--- src/rtl/ctrl_drv_pkg.sv ---
// Shared types and constants for the control-unit stimulus driver.
// CTRL_DRV_ILLEGAL_OP_EN adds the all-zero illegal opcode as a 7th table entry.
package ctrl_drv_pkg;

    localparam logic [6:0] OP_LOAD    = 7'b0000011;
    localparam logic [6:0] OP_STORE   = 7'b0100011;
    localparam logic [6:0] OP_RTYPE   = 7'b0110011;
    localparam logic [6:0] OP_ITYPE   = 7'b0010011;
    localparam logic [6:0] OP_BRANCH  = 7'b1100011;
    localparam logic [6:0] OP_JAL     = 7'b1101111;
    localparam logic [6:0] OP_ILLEGAL = 7'b0000000;

`ifdef CTRL_DRV_ILLEGAL_OP_EN
    localparam int NUM_OPS = 7;
`else
    localparam int NUM_OPS = 6;
`endif

    // 8 funct3 x 2 funct7b5 x 2 Zero combinations per opcode
    localparam int SWEEP_VECS = NUM_OPS * 32;

    // Fibonacci taps 16,14,13,11 expressed on bit indices 15,13,12,10
    localparam logic [15:0] LFSR_TAPS = 16'hB400;

    typedef enum logic [1:0] {
        IDLE    = 2'd0,
        DRIVE   = 2'd1,
        CAPTURE = 2'd2,
        DONE    = 2'd3
    } state_t;

    typedef struct packed {
        logic [6:0] op;
        logic [2:0] funct3;
        logic       funct7b5;
        logic       zero;
        logic       branch;
        logic       jump;
        logic [1:0] result_src;
        logic       mem_write;
        logic [1:0] imm_src;
        logic       reg_write;
        logic       alu_src;
        logic [2:0] alu_control;
    } ctrl_rec_t;

    function automatic logic [6:0] op_lookup(input logic [2:0] idx);
        logic [6:0] o;
        case (idx)
            3'd0:    o = OP_LOAD;
            3'd1:    o = OP_STORE;
            3'd2:    o = OP_RTYPE;
            3'd3:    o = OP_ITYPE;
            3'd4:    o = OP_BRANCH;
            3'd5:    o = OP_JAL;
            3'd6:    o = OP_ILLEGAL;
            default: o = OP_LOAD;
        endcase
        return o;
    endfunction

    function automatic logic [2:0] rand_op_idx(input logic [2:0] r);
        logic [2:0] idx;
`ifdef CTRL_DRV_ILLEGAL_OP_EN
        idx = (r == 3'd7) ? 3'd0 : r;
`else
        idx = (r >= 3'd6) ? (r - 3'd6) : r;
`endif
        return idx;
    endfunction

    function automatic logic [15:0] lfsr_next(input logic [15:0] s);
        return {s[14:0], ^(s & LFSR_TAPS)};
    endfunction

endpackage

--- src/rtl/ctrl_stim_driver_if.sv ---
// Record stream from the stimulus driver to a downstream checker (valid/ready).
interface ctrl_stim_driver_if #(
    parameter int W = 24
);
    logic         rec_valid;
    logic         rec_ready;
    logic [W-1:0] rec_data;

    modport master (
        output rec_valid,
        output rec_data,
        input  rec_ready
    );

    modport slave (
        input  rec_valid,
        input  rec_data,
        output rec_ready
    );
endinterface

--- src/rtl/ctrl_vec_fifo.sv ---
// Synchronous FIFO for captured records; pointers carry one wrap bit to split full/empty.
module ctrl_vec_fifo #(
    parameter int DEPTH = 4,
    parameter int WIDTH = 24
) (
    input  logic             clk,
    input  logic             rst_n,
    input  logic             push_i,
    input  logic [WIDTH-1:0] wdata_i,
    input  logic             pop_i,
    output logic [WIDTH-1:0] rdata_o,
    output logic             full_o,
    output logic             empty_o
);
    localparam int AW = (DEPTH > 1) ? $clog2(DEPTH) : 1;

    logic [WIDTH-1:0] mem_q [DEPTH];
    logic [AW:0]      wr_ptr_q, wr_ptr_d;
    logic [AW:0]      rd_ptr_q, rd_ptr_d;
    logic             do_push;
    logic             do_pop;

    assign empty_o = (wr_ptr_q == rd_ptr_q);
    assign full_o  = (wr_ptr_q[AW] != rd_ptr_q[AW]) &&
                     (wr_ptr_q[AW-1:0] == rd_ptr_q[AW-1:0]);

    // a pop in the same cycle frees the slot the push lands in
    assign do_pop  = pop_i && !empty_o;
    assign do_push = push_i && (!full_o || do_pop);

    assign rdata_o = mem_q[rd_ptr_q[AW-1:0]];

    always_comb begin
        wr_ptr_d = wr_ptr_q;
        rd_ptr_d = rd_ptr_q;
        if (do_push) wr_ptr_d = wr_ptr_q + {{AW{1'b0}}, 1'b1};
        if (do_pop)  rd_ptr_d = rd_ptr_q + {{AW{1'b0}}, 1'b1};
    end

    always_ff @(posedge clk or negedge rst_n) begin
        if (!rst_n) begin
            wr_ptr_q <= '0;
            rd_ptr_q <= '0;
        end else begin
            wr_ptr_q <= wr_ptr_d;
            rd_ptr_q <= rd_ptr_d;
        end
    end

    always_ff @(posedge clk) begin
        if (do_push) mem_q[wr_ptr_q[AW-1:0]] <= wdata_i;
    end

endmodule

--- src/rtl/ctrl_stim_driver.sv ---
// Drives op/funct3/funct7b5/Zero into a combinational RV32 control unit and queues {stimulus, response}.
// Build option CTRL_DRV_ILLEGAL_OP_EN extends the opcode table (see ctrl_drv_pkg). MAX_VEC_W must be >= 8.
//   state   | meaning
//   IDLE    | waiting for the first start after reset
//   DRIVE   | stimulus registered this edge, DUT settling
//   CAPTURE | push {stimulus, response}; holds while the FIFO is full
//   DONE    | run complete, FIFO may still be draining
module ctrl_stim_driver
    import ctrl_drv_pkg::*;
#(
    parameter int          FIFO_DEPTH = 4,
    parameter logic [15:0] LFSR_SEED  = 16'hACE1,
    parameter int          MAX_VEC_W  = 16
) (
    input  logic                 clk,
    input  logic                 rst_n,
    input  logic                 start,
    input  logic                 mode,
    input  logic [MAX_VEC_W-1:0] num_vec,
    output logic [6:0]           op,
    output logic                 Zero,
    output logic [2:0]           funct3,
    output logic                 funct7b5,
    input  logic                 Branch,
    input  logic                 Jump,
    input  logic                 MemWrite,
    input  logic                 RegWrite,
    input  logic                 ALUSrc,
    input  logic [1:0]           ResultSrc,
    input  logic [1:0]           ImmSrc,
    input  logic [2:0]           ALUControl,
    ctrl_stim_driver_if.master   rec,
    output logic                 busy,
    output logic                 done,
    output logic [MAX_VEC_W-1:0] vec_cnt
);
    localparam int RW = $bits(ctrl_rec_t);

    state_t               state_q, state_d;
    logic [MAX_VEC_W-1:0] rem_q, rem_d;
    logic [MAX_VEC_W-1:0] vec_cnt_q, vec_cnt_d;
    logic                 mode_q, mode_d;
    logic [6:0]           op_q, op_d;
    logic [2:0]           funct3_q, funct3_d;
    logic                 funct7b5_q, funct7b5_d;
    logic                 zero_q, zero_d;
    logic [15:0]          lfsr_q, lfsr_d;
    logic [7:0]           sweep_idx;

    logic                 start_acc;
    logic                 push;
    logic                 push_ok;
    logic                 load_stim;

    ctrl_rec_t            rec_w;
    logic [RW-1:0]        fifo_rdata;
    logic                 fifo_full;
    logic                 fifo_empty;
    logic                 fifo_pop;

    // a full FIFO whose head is being accepted can still take the new record
    assign push_ok = !fifo_full || rec.rec_ready;

    always_ff @(posedge clk or negedge rst_n) begin
        if (!rst_n) state_q <= IDLE;
        else        state_q <= state_d;
    end

    always_comb begin
        state_d   = state_q;
        start_acc = 1'b0;
        case (state_q)
            IDLE, DONE: begin
                if (start) begin
                    state_d   = DRIVE;
                    start_acc = 1'b1;
                end
            end
            DRIVE:   state_d = (rem_q == '0) ? DONE : CAPTURE;
            CAPTURE: begin
                if (push_ok) state_d = (rem_q == MAX_VEC_W'(1)) ? DONE : DRIVE;
            end
            default: state_d = IDLE;
        endcase
    end

    always_comb begin
        busy = 1'b0;
        done = 1'b0;
        push = 1'b0;
        case (state_q)
            DRIVE:   busy = 1'b1;
            CAPTURE: begin
                busy = 1'b1;
                push = push_ok;
            end
            DONE:    done = 1'b1;
            default: ;
        endcase
    end

    // rem counts down the vectors left in the run; an empty run passes through DRIVE untouched
    always_comb begin
        rem_d     = rem_q;
        vec_cnt_d = vec_cnt_q;
        mode_d    = mode_q;
        if (start_acc) begin
            rem_d     = mode ? num_vec : MAX_VEC_W'(SWEEP_VECS);
            vec_cnt_d = '0;
            mode_d    = mode;
        end else if (push) begin
            rem_d     = rem_q - MAX_VEC_W'(1);
            vec_cnt_d = vec_cnt_q + MAX_VEC_W'(1);
        end
        load_stim = (state_d == DRIVE) && (rem_d != '0);
    end

    // sweep index of the vector being loaded equals the records pushed before it
    always_comb begin
        op_d       = op_q;
        funct3_d   = funct3_q;
        funct7b5_d = funct7b5_q;
        zero_d     = zero_q;
        lfsr_d     = lfsr_q;
        sweep_idx  = vec_cnt_d[7:0];
        if (load_stim) begin
            if (mode_d) begin
                op_d       = op_lookup(rand_op_idx(lfsr_q[2:0]));
                funct3_d   = lfsr_q[5:3];
                funct7b5_d = lfsr_q[6];
                zero_d     = lfsr_q[7];
                lfsr_d     = lfsr_next(lfsr_q);
            end else begin
                op_d       = op_lookup(sweep_idx[7:5]);
                funct3_d   = sweep_idx[4:2];
                funct7b5_d = sweep_idx[1];
                zero_d     = sweep_idx[0];
            end
        end
    end

    always_ff @(posedge clk or negedge rst_n) begin
        if (!rst_n) begin
            rem_q      <= '0;
            vec_cnt_q  <= '0;
            mode_q     <= 1'b0;
            op_q       <= '0;
            funct3_q   <= '0;
            funct7b5_q <= 1'b0;
            zero_q     <= 1'b0;
            lfsr_q     <= LFSR_SEED;
        end else begin
            rem_q      <= rem_d;
            vec_cnt_q  <= vec_cnt_d;
            mode_q     <= mode_d;
            op_q       <= op_d;
            funct3_q   <= funct3_d;
            funct7b5_q <= funct7b5_d;
            zero_q     <= zero_d;
            lfsr_q     <= lfsr_d;
        end
    end

    assign op       = op_q;
    assign funct3   = funct3_q;
    assign funct7b5 = funct7b5_q;
    assign Zero     = zero_q;
    assign vec_cnt  = vec_cnt_q;

    always_comb begin
        rec_w             = '0;
        rec_w.op          = op_q;
        rec_w.funct3      = funct3_q;
        rec_w.funct7b5    = funct7b5_q;
        rec_w.zero        = zero_q;
        rec_w.branch      = Branch;
        rec_w.jump        = Jump;
        rec_w.result_src  = ResultSrc;
        rec_w.mem_write   = MemWrite;
        rec_w.imm_src     = ImmSrc;
        rec_w.reg_write   = RegWrite;
        rec_w.alu_src     = ALUSrc;
        rec_w.alu_control = ALUControl;
    end

    assign fifo_pop = !fifo_empty && rec.rec_ready;

    ctrl_vec_fifo #(
        .DEPTH (FIFO_DEPTH),
        .WIDTH (RW)
    ) u_fifo (
        .clk     (clk),
        .rst_n   (rst_n),
        .push_i  (push),
        .wdata_i (rec_w),
        .pop_i   (fifo_pop),
        .rdata_o (fifo_rdata),
        .full_o  (fifo_full),
        .empty_o (fifo_empty)
    );

    assign rec.rec_valid = !fifo_empty;
    assign rec.rec_data  = fifo_rdata;

endmodule

--- src/flat_wrapper.sv ---
// flat-port wrapper written by rule: the top's interface ports become plain ports
module ctrl_stim_driver_flat import ctrl_drv_pkg::*;
#(
    parameter int          FIFO_DEPTH = 4,
    parameter logic [15:0] LFSR_SEED  = 16'hACE1,
    parameter int          MAX_VEC_W  = 16
)
  (clk, rst_n, start, mode, num_vec, op, Zero, funct3, funct7b5, Branch, Jump, MemWrite, RegWrite, ALUSrc, ResultSrc, ImmSrc, ALUControl, busy, done, vec_cnt, rec_rec_valid, rec_rec_data, rec_rec_ready);
  ctrl_stim_driver_if #(.W(24)) rec_i ();
  input  logic clk;
  input  logic rst_n;
  input  logic start;
  input  logic mode;
  input  logic [MAX_VEC_W-1:0] num_vec;
  output logic [6:0] op;
  output logic Zero;
  output logic [2:0] funct3;
  output logic funct7b5;
  input  logic Branch;
  input  logic Jump;
  input  logic MemWrite;
  input  logic RegWrite;
  input  logic ALUSrc;
  input  logic [1:0] ResultSrc;
  input  logic [1:0] ImmSrc;
  input  logic [2:0] ALUControl;
  output logic busy;
  output logic done;
  output logic [MAX_VEC_W-1:0] vec_cnt;
  output wire logic [$bits(rec_i.rec_valid)-1:0] rec_rec_valid;
  output wire logic [$bits(rec_i.rec_data)-1:0] rec_rec_data;
  input wire logic [$bits(rec_i.rec_ready)-1:0] rec_rec_ready;
  assign rec_rec_valid = rec_i.rec_valid;
  assign rec_rec_data = rec_i.rec_data;
  assign rec_i.rec_ready = rec_rec_ready;
  ctrl_stim_driver #(.FIFO_DEPTH(FIFO_DEPTH), .LFSR_SEED(LFSR_SEED), .MAX_VEC_W(MAX_VEC_W)) u_core (.clk(clk), .rst_n(rst_n), .start(start), .mode(mode), .num_vec(num_vec), .op(op), .Zero(Zero), .funct3(funct3), .funct7b5(funct7b5), .Branch(Branch), .Jump(Jump), .MemWrite(MemWrite), .RegWrite(RegWrite), .ALUSrc(ALUSrc), .ResultSrc(ResultSrc), .ImmSrc(ImmSrc), .ALUControl(ALUControl), .rec(rec_i), .busy(busy), .done(done), .vec_cnt(vec_cnt));
endmodule
--- config.mk ---
export PLATFORM = sky130hd
export DESIGN_NAME = ctrl_stim_driver_flat
export DESIGN_NICKNAME = d
export VERILOG_FILES = /design/src/rtl/ctrl_drv_pkg.sv /design/src/rtl/ctrl_stim_driver_if.sv /design/src/rtl/ctrl_vec_fifo.sv /design/src/rtl/ctrl_stim_driver.sv /design/src/flat_wrapper.sv
export SDC_FILE = /design/constraint.sdc
export NUM_CORES = 1
export LEC_CHECK = 0
export BUFFER_PORTS_ARGS = -buffer_cell sky130_fd_sc_hd__buf_2
export CORE_MARGIN = 8
export CORE_UTILIZATION = 52
export DETAILED_ROUTE_END_ITERATION = 16
export PLACE_DENSITY_LB_ADDON = 0.2
export SYNTH_ARGS = -nofsm -noshare
export SYNTH_HDL_FRONTEND = slang
export SYNTH_SLANG_ARGS = --single-unit
--- constraint.sdc ---
create_clock -name clk -period 3.35 [get_ports clk]
set_clock_uncertainty 0.05 [all_clocks]
set_input_delay 0.5025 -clock clk [delete_from_list [all_inputs] [get_ports clk]]
set_output_delay 0.5025 -clock clk [all_outputs]
set_load 0.01 [all_outputs]
==> results of run 1 <==
==> layout make-up <==
cell class	count	area, um2
Multi-Input combinational cell	291	2459
Inverter	15	56.30
Fill cell	1034	4740
Clock inverter	9	113.9
Timing Repair Buffer	127	760.7
Sequential cell	155	4330
Clock buffer	23	457.9
Tap cell	176	220.2
==> registers in the layout (all words and copies together), names as in the netlist <==
| name | flops |
|---|---|
| u_core.mode_q | 1 |
| u_core.u_fifo.mem_q | 88 |
| u_core.funct7b5 | 1 |
| u_core.vec_cnt | 16 |
| u_core.rem_q | 16 |
| u_core.Zero | 1 |
| u_core.op | 5 |
| u_core.lfsr_q | 16 |
| u_core.u_fifo.wr_ptr_q | 3 |
| u_core.u_fifo.rd_ptr_q | 3 |
| u_core.state_q | 2 |
| u_core.funct3 | 3 |
==> power by group <==
part | total [uW] | switching, uW | leakage, uW | internal [uW]
clock network | 1860 | 741 | 0.000270 | 1120
logic | 2770 | 1580 | 0.00149 | 1190
registers | 2630 | 244 | 0.00165 | 2380
==> per-stage QoR <==
| step | setup slack, ps | util (%) | power (uW) |
|---|---|---|---|
| 4_1_cts | 5.567 | 63.78 | 7297 |
| 3_5_place_dp | -8.399 | 59.37 | 5407 |
| 6_report | 103.4 | 63.92 | 7259 |
| 5_1_grt | 1.260 | 63.92 | 7654 |
| 3_3_place_gp | 67.35 | 59.37 | 5354 |
| 2_1_floorplan | 142.1 | - | 4416 |
==> metal layers <==
layer	up-vias	global-route usage, %	wire length (um)
li1	2063	-	-
met1	2254	23.83	6941
met2	147	29.61	7524
met3	24	4.345	878
met4	0	8.041	323
met5	-	0	0
==> cell families after synthesis <==
family                   count (synthesis)  share of synthesized area, %
XOR/XNOR                                35                         4.948
AO/OA/AOI/OAI                           56                         5.794
adder cells (fa/ha/maj)                 11                         1.979
multiplexers                            49                         12.04
flip-flops                             155                         62.25
buffers and inverters                   39                         2.771
AND/OR/NAND/NOR                        140                         10.22
==> synth_stat cells (5+ instances only) <==
cell and number:
nor2_1 28, o21ai_0 7, mux2_2 17, inv_1 14, edfxtp_1 88, mux4_2 22, nand3_1 14, dfrtp_1 59
mux2_4 10, and2_1 5, dfstp_2 8, a21oi_1 20, nor3_1 11, clkbuf_1 12, xnor2_1 15, nor4_1 11
xor2_1 18, nand2_1 46, nand4_1 7, ha_1 11
==> final timing paths <==
path | start | to | slack, ps | depth (start not counted)
worst min-delay path | rst_n | u_core.vec_cnt[12] | 140 | 1
worst min register to register | u_core.u_fifo.wr_ptr_q[2] | u_core.u_fifo.wr_ptr_q[2] | 450 | 1
worst max-delay path | u_core.state_q[0] | u_core.lfsr_q[12] | 100 | 12
max in group asynchronous | rst_n | u_core.lfsr_q[13] | 2380 | 2
worst max register to register | u_core.state_q[0] | u_core.lfsr_q[12] | 100 | 12
min in group clk | ALUSrc | u_core.u_fifo.mem_q[0][3] | 250 | 1
==> what timing repair did <==
action	in CTS	in global routing
pin swaps	0	0
setup buffers	0	0
endpoints found under the setup margin	3	26
gates resized for setup	1	3
==> results.py, run 1 <==
metrics = {
    "layout": {
        "fin_area_um2": 8398,
        "syn2layout_area_growth_pct": 20.76,
        "finalNetCount": 651,
        "drive_above_1_share_pct": 35.97,
        "layout_commonest_cell": "edfxtp_1",
        "fin_cells": 796,
        "final_cell_mix": "edfxtp_1, buf_2, dfrtp_1",
        "antenna_cells": 0,
    },
    "sta": {
        "hold_violations": 0,
        "worstMarginPinSlew_ps": 847.2,
        "slew_violations": 0,
        "rsz0062_at_grt": "false",
        "setup_viol": 0,
        "finalCriticalPeriod_ps": 3247,
        "fin_hold_ws_ps": 135.7,
        "fin_crit_sh_pct": 96.91,
        "tns_ps": 0,
        "fmax_ghz": 0.3080,
        "relSlewSlack_pct": 43.52,
    },
    "cts": {
        "clock_latency_ps": 420,
        "cts_root_buf": "clkbuf_16",
        "path_clk_slew_ps": 60,
        "cts_buffer_depth": 2,
        "cts_buffers": 17,
        "cts_hold_buf": 0,
        "cts_tree": "yes",
        "h-tree-depth": 4,
        "cts_sinks": 155,
    },
    "worst_setup_path": {
        "cp_slowest_cell": "or4b_4",
        "critPathMostFrequentCell": "buf_4",
        "worstSetupStartpointType": "flip-flop",
        "arrival_ps": 3500,
        "crit_chain": "inv_1, ha_1, buf_4, and2_1, buf_4, nand3_1, o21ai_0, or4b_4, nor4_4, a211oi_2, buf_12, mux2_4",
        "crit_path_end_kind": "flip-flop",
        "required_ps": 3600,
        "crit_family": "simple AND/OR/NAND/NOR gates",
        "worstSetupPathType": "flip-flop to flip-flop",
        "cp_num_buf_inv": 4,
        "crit_fanout": 22,
        "max_stage_delay_ps": 570,
    },
    "min_path": {
        "hold_class": "primary input to async pin",
    },
    "place": {
        "place_area_um2": 7800,
        "hpwl_um": 11230,
        "place.gp.congestion": 0.9217,
        "dp.cells": 764,
        "io_buffers": 87,
    },
    "synthesis": {
        "synthTopCellsByArea": "edfxtp_1, dfrtp_1, mux4_2",
        "synth_top_area_share_pct": 38.00,
        "ys_types": 60,
        "netlist_area_um2": 6954,
        "synth_edf_count": 88,
        "yosys_warnings": 0,
        "ys.flop_type": "edfxtp_1",
        "synth_seq_cells": 155,
        "ys_async_sr_fraction_pct": 43.23,
        "syn-num-nets": 529,
        "syn_avg_cell_area_um2": 14.34,
        "seq_area_frac_synth_pct": 62.25,
        "syn_inst": 485,
        "yosys.area.top_type": "edfxtp_1",
    },
    "die": {
        "io_pins": 88,
        "die_w_um": 131.6,
        "core.rowCount": 42,
        "core_area_um2": 13140,
        "start_util_pct": 52.93,
        "dieArea_um2": 17330,
        "fp.dieH_um": 131.6,
    },
    "global_routing": {
        "antenna_found_initial": 0,
        "grt_pass1_vias": 4608,
        "track_usage_pct": 18.55,
        "grt_overflow_total": 0,
        "grt_max_degree": 37,
        "grt_first_pass_wirelength_um": 25050,
    },
    "power_and_ir_drop": {
        "p_per_area_nw_per_um2": 864.4,
        "p_leak_uw": 0.003404,
        "ir_worst_vdd_v": 0.0004040,
    },
    "drt": {
        "postRouteAntennaNets": 0,
        "first_iter_violations": 327,
        "dr.pass1.iters": 5,
        "avgViaCountPerCell": 5.638,
        "wirelength_um": 15670,
        "drc": 0,
        "via_count": 4488,
        "avgRoutedWirePerCell_um": 19.68,
    },
    "run_status": {
        "status": "completed",
    },
    "flow_run": {
        "drv_cap": 0,
    },
}
No activity file was read; power rests on OpenSTA's default activity.
==> run 2: changes to the inputs <==
- CORE_MARGIN: 8 -> not set
- CORE_UTILIZATION: 52 -> 53
- SETUP_SLACK_MARGIN: not set -> 0.05
- SYNTH_HIERARCHICAL: not set -> 1
==> run 2 against run 1 <==
Final area rose by 2.9%. Largest power group is now registers. Count of clock-buffer cells in the layout down 1. Sequential cell count grew 8.
==> results.py, run 2 <==
metrics = {
    "power_and_ir_drop": {
        "p_sw_share_pct": 33.68,
        "p_comb_share_pct": 34.6,
        "clock_power_share_pct": 26.7,
        "seqPwrFrac_pct": 38.7,
        "internal-power_uw": 4599,
        "ir_worst_vdd_v": 0.0005516,
        "switchingPower_uw": 2336,
        "p_per_area_nw_per_um2": 802.8,
        "p_leak_uw": 0.003408,
    },
    "global_routing": {
        "track_usage_pct": 21.48,
        "grt_overflow_total": 0,
        "grt_max_degree": 40,
        "grt_pass1_vias": 4533,
        "grt_first_pass_wirelength_um": 23100,
        "antenna_found_initial": 0,
    },
    "sta": {
        "finalCriticalPeriod_ps": 3233,
        "setup_viol": 0,
        "slew_violations": 0,
        "relSlewSlack_pct": 54.96,
        "fin_crit_sh_pct": 96.51,
        "tns_ps": 0,
        "worstMarginPinSlew_ps": 675.6,
        "fmax_ghz": 0.3093,
        "hold_violations": 0,
        "worst_slack_ps": 116.8,
        "fin_hold_ws_ps": 80.00,
    },
    "worst_setup_path": {
        "cp_num_buf_inv": 3,
        "crit_family": "simple AND/OR/NAND/NOR gates",
        "worstSetupPathType": "flip-flop to flip-flop",
        "crit_path_end_kind": "flip-flop",
        "worstSetupStartpointType": "flip-flop",
        "arrival_ps": 3480,
        "required_ps": 3590,
        "max_stage_delay_ps": 470,
        "cp_slowest_cell": "dfrtp_1",
        "crit_chain": "inv_1, ha_1, nor3b_2, nand4_1, or4_1, a31oi_1, nor4_4, buf_4, a31oi_4, buf_12, mux2_2",
        "crit_fanout": 10,
    },
    "drt": {
        "avgViaCountPerCell": 5.747,
        "wirelength_um": 14220,
        "postRouteAntennaNets": 0,
        "via_count": 4592,
        "avgRoutedWirePerCell_um": 17.79,
        "drc": 0,
        "dr.pass1.iters": 4,
        "first_iter_violations": 332,
    },
    "die": {
        "core_area_um2": 13300,
        "die_w_um": 119.1,
        "io_pins": 88,
        "start_util_pct": 54.69,
        "dieArea_um2": 14190,
        "core.rowCount": 42,
        "fp.dieH_um": 119.1,
    },
    "synthesis": {
        "ys.flop_type": "edfxtp_1",
        "syn_avg_cell_area_um2": 14.43,
        "ys_types": 60,
        "syn_inst": 504,
        "netlist_area_um2": 7271,
        "ys_async_sr_fraction_pct": 41.10,
        "synthTopCellsByArea": "edfxtp_1, dfrtp_1, mux4_2",
        "seq_area_frac_synth_pct": 62.85,
        "yosysMostFrequentCell": "edfxtp_1",
        "synth_edf_count": 96,
        "yosys-top-cells-count": "edfxtp_1, dfrtp_1, nor2_1",
        "synth_seq_cells": 163,
        "synth_top_area_share_pct": 39.65,
        "yosys.area.top_type": "edfxtp_1",
        "syn-num-nets": 548,
        "yosys_warnings": 6,
    },
    "layout": {
        "drive_above_1_share_pct": 34.51,
        "fin_area_um2": 8638,
        "final_cell_mix": "edfxtp_1, buf_2, dfrtp_1",
        "syn2layout_area_growth_pct": 18.81,
        "layout_commonest_cell": "edfxtp_1",
        "finalNetCount": 654,
        "antenna_cells": 0,
        "largest_reg_flops": 96,
    },
    "cts": {
        "clock_latency_ps": 420,
        "cts_buffer_depth": 2,
        "cts_tree": "yes",
        "cts_sinks": 163,
        "cts_hold_buf": 0,
        "cts_buffers": 17,
        "path_clk_slew_ps": 60,
        "h-tree-depth": 4,
        "cts_root_buf": "clkbuf_16",
    },
    "place": {
        "place_area_um2": 7996,
        "hpwl_um": 9519,
        "io_buffers": 87,
        "dpl_worst_slack_ps": 78.08,
        "place.gp.congestion": 0.9214,
    },
    "min_path": {
        "hold_class": "primary input to async pin",
    },
    "run_status": {
        "status": "completed",
    },
    "flow_run": {
        "drv_cap": 0,
    },
}
[run 2: logic make-up after synthesis]
logic type	synth area share, %
compound gates	6.867
xor+xnor	3.838
fa+ha+maj	1.893
buf+inv	2.478
flops	62.85
mux	12.42
simple gates	9.654
[run 2: worst reg2reg max path, cell delays in order (launching register included)]
cell,delay [ps]
dfrtp_1,470
inv_1,140
ha_1,190
nor3b_2,250
nand4_1,250
or4_1,480
a31oi_1,360
nor4_4,90
buf_4,160
a31oi_4,190
buf_12,150
mux2_2,340
[run 2: final cells by class]
cell class / count / area, um2
clock buffer: 22 / 454.2
clock inverter: 10 / 111.4
fill: 976 / 4657
inverter: 12 / 45.04
multi-input combinational: 304 / 2576
sequential: 163 / 4571
tap: 176 / 220.2
timing repair buffer: 112 / 660.6
[run 2: path summary, 6_finish.rpt]
check / start / slack, ps / endpoint / cells past startpoint
min in group clk: ALUControl[2] / 260 / u_core/u_fifo/mem_q[1][2] / 1
hold reg to reg: u_core/lfsr_q[14] / 480 / u_core/lfsr_q[14] / 1
setup reg to reg: u_core/rem_q[0] / 120 / u_core/funct3[1] / 11
setup / recovery: u_core/rem_q[0] / 120 / u_core/funct3[1] / 11
max in group asynchronous: rst_n / 2540 / u_core/funct3[2] / 2
hold / removal: rst_n / 80 / u_core/rem_q[14] / 1
[run 2: through the flow]
stage,util [%],cells,total power (uW)
3_5_place_dp,60.14,765,5010
5_1_grt,64.97,799,7287
2_1_floorplan,-,504,4286
3_3_place_gp,60.14,765,4947
4_1_cts,64.40,797,6864
6_report,64.97,799,6935
[run 2: timing repair]
action | in CTS | in global routing
gates resized for setup | 0 | 7
hold endpoints to repair | 0 | 0
pin swaps | 1 | 3
buffers inserted | 0 | 2
endpoints found under the setup margin | 10 | 26
[run 2: power groups by stage]
stage | Clock (uW) | Sequential, uW | Combinational, uW
after global routing | 1960 | 2710 | 2620
after detailed placement | 0 | 2700 | 2310
after floorplan | 0 | 2640 | 1650
after global placement | 0 | 2680 | 2270
after CTS | 1880 | 2670 | 2310
final | 1850 | 2680 | 2400
[run 2: routing by layer]
metal	up-vias	global-route usage, %	routed length, um
li1	2121	-	-
met1	2337	28.01	6176
met2	114	35.90	7310
met3	20	4.598	533
met4	0	7.120	197
met5	-	0	0
==> run 3: changes to the inputs <==
- CORE_UTILIZATION: 53 -> 52
- SYNTH_HIERARCHICAL: 1 -> not set
==> run 3 against run 2 <==
Final area fell by 1.7%. Global-route usage increased by 2.0 points. Fmax rose by 1.1%. Clock power rose by 6%. Combinational power grew 21%. Sequential cell count is 8 lower. Setup slack improved by 34 ps.
==> results.py, run 3 (synthesis gave the netlist of run 1 again) <==
metrics = {
    "run_status": {
        "status": "completed",
    },
    "global_routing": {
        "grt_pass1_vias": 4644,
        "met3_usage_pct": 4.942,
        "top_usage_layer": "met2",
        "met1_usage_pct": 31.77,
        "antenna_found_initial": 0,
        "grt_overflow_total": 0,
        "track_usage_pct": 23.52,
        "grt_first_pass_wirelength_um": 24650,
        "use_met2_pct": 37.06,
        "grt_max_degree": 42,
    },
    "layout": {
        "drive_above_1_share_pct": 38.87,
        "final_cell_mix": "edfxtp_1, buf_2, dfrtp_1",
        "largest_reg_flops": 88,
        "syn2layout_area_growth_pct": 22.09,
        "antenna_cells": 0,
        "finalNetCount": 651,
        "fin_cells": 792,
        "layout_commonest_cell": "edfxtp_1",
        "final_core_util_pct": 66.20,
    },
    "drt": {
        "avgRoutedWirePerCell_um": 19.10,
        "avgViaCountPerCell": 5.630,
        "dr.pass1.iters": 5,
        "via_count": 4459,
        "drc": 0,
        "first_iter_violations": 324,
        "postRouteAntennaNets": 0,
        "wirelength_um": 15120,
    },
    "sta": {
        "fin_crit_sh_pct": 95.48,
        "relSlewSlack_pct": 21.13,
        "finalCriticalPeriod_ps": 3199,
        "setup_viol": 0,
        "fmax_ghz": 0.3126,
        "slew_violations": 0,
        "fin_hold_ws_ps": 187.1,
        "rsz0062_at_grt": "true",
        "hold_violations": 0,
        "worstMarginPinSlew_ps": 1183,
    },
    "die": {
        "dieArea_um2": 13840,
        "io_pins": 88,
        "core_area_um2": 12820,
        "start_util_pct": 54.22,
        "die_w_um": 117.6,
        "fp.dieH_um": 117.6,
        "core.rowCount": 41,
    },
    "place": {
        "place.gp.congestion": 0.9094,
        "hpwl_um": 10270,
        "io_buffers": 87,
        "dp.cells": 754,
    },
    "cts": {
        "cts_buffers": 17,
        "cts_hold_buf": 0,
        "cts_tree": "yes",
        "h-tree-depth": 4,
        "cts_buffer_depth": 2,
        "cts_sinks": 155,
        "path_clk_slew_ps": 60,
        "cts_root_buf": "clkbuf_16",
        "clock_latency_ps": 420,
    },
    "worst_setup_path": {
        "crit_fanout": 16,
        "crit_path_end_kind": "flip-flop",
        "worstSetupStartpointType": "flip-flop",
        "arrival_ps": 3450,
        "required_ps": 3600,
        "worstSetupPathType": "flip-flop to flip-flop",
    },
    "power_and_ir_drop": {
        "p_leak_uw": 0.003433,
        "p_per_area_nw_per_um2": 884.2,
        "ir_worst_vdd_v": 0.0004880,
    },
    "min_path": {
        "hold_class": "primary input to async pin",
    },
    "flow_run": {
        "drv_cap": 0,
    },
}
[run 3: cell count changes in the layout (fill, tap and decap cells not counted), moves of 4 or more]
cell and change:
o31ai_1 -8, nor4_1 +5, nand2_1 +15, buf_4 +15
edfxtp_1 -8, o21ai_0 -11, nor2_1 -4, or3_1 -7
nor2b_1 -4
[run 3: metrics by stage]
stage | cell area (um2) | setup TNS (ps) | power [uW] | setup slack, ps
CTS | 8412 | 0 | 7406 | 11.70
global placement | 7750 | 0 | 5319 | 38.65
detailed placement | 7750 | -148.2 | 5361 | -22.55
finish | 8491 | 0 | 7507 | 151.3
floorplan | 6954 | 0 | 4416 | 142.1
global route | 8491 | 0 | 7906 | 41.44
[run 3: report_power, final]
group          switching (uW)  total [uW]  internal [uW]
Clock                     758        1960           1200
Combinational            1620        2910           1290
Sequential                245        2630           2390
[run 3: worst max-delay path, cell delays in order, from the launching register on]
cell,delay [ps]
dfrtp_1,390
inv_2,80
ha_2,280
buf_4,160
and2_2,210
buf_4,150
nor2_1,70
or4b_2,580
nand3_1,170
nor4_4,80
a211oi_2,300
buf_12,210
mux2_2,350
[run 3: repair_timing]
| item | in CTS | in global routing |
|---|---|---|
| pin swaps | 2 | 2 |
| cloned | 0 | 0 |
| setup buffers | 4 | 2 |
| gates resized for setup | 7 | 14 |
| setup endpoints to repair | 26 | 26 |
[run 3: area by class of cell]
| class | instances | area [um2] |
|---|---|---|
| repair buffers | 127 | 773.2 |
| inverters | 15 | 56.30 |
| fillers | 967 | 4334 |
| well taps | 172 | 215.2 |
| clock buffers | 20 | 446.7 |
| flip-flops and latches | 155 | 4334 |
| clock inverters | 12 | 161.4 |
| multi-input cells | 291 | 2504 |
[run 3: path summary, 6_finish.rpt]
kind / from / end / slack, ps / cells after the start
worst max-delay path: u_core.state_q[0] / u_core.lfsr_q[2] / 150 / 12
worst max register to register: u_core.state_q[0] / u_core.lfsr_q[2] / 150 / 12
max in group asynchronous: rst_n / u_core.lfsr_q[13] / 2230 / 2
worst min register to register: u_core.u_fifo.rd_ptr_q[2] / u_core.u_fifo.rd_ptr_q[2] / 450 / 1
min in group clk: Jump / u_core.u_fifo.mem_q[3][10] / 250 / 1
worst min-delay path: rst_n / u_core.vec_cnt[15] / 190 / 1
[run 3: metal layers]
metal  part of all wire [%]  up-vias
met5                      0        -
met4                    2.2        0
met3                    5.6       27
met2                     48      132
met1                     44     2238
li1                       -     2062
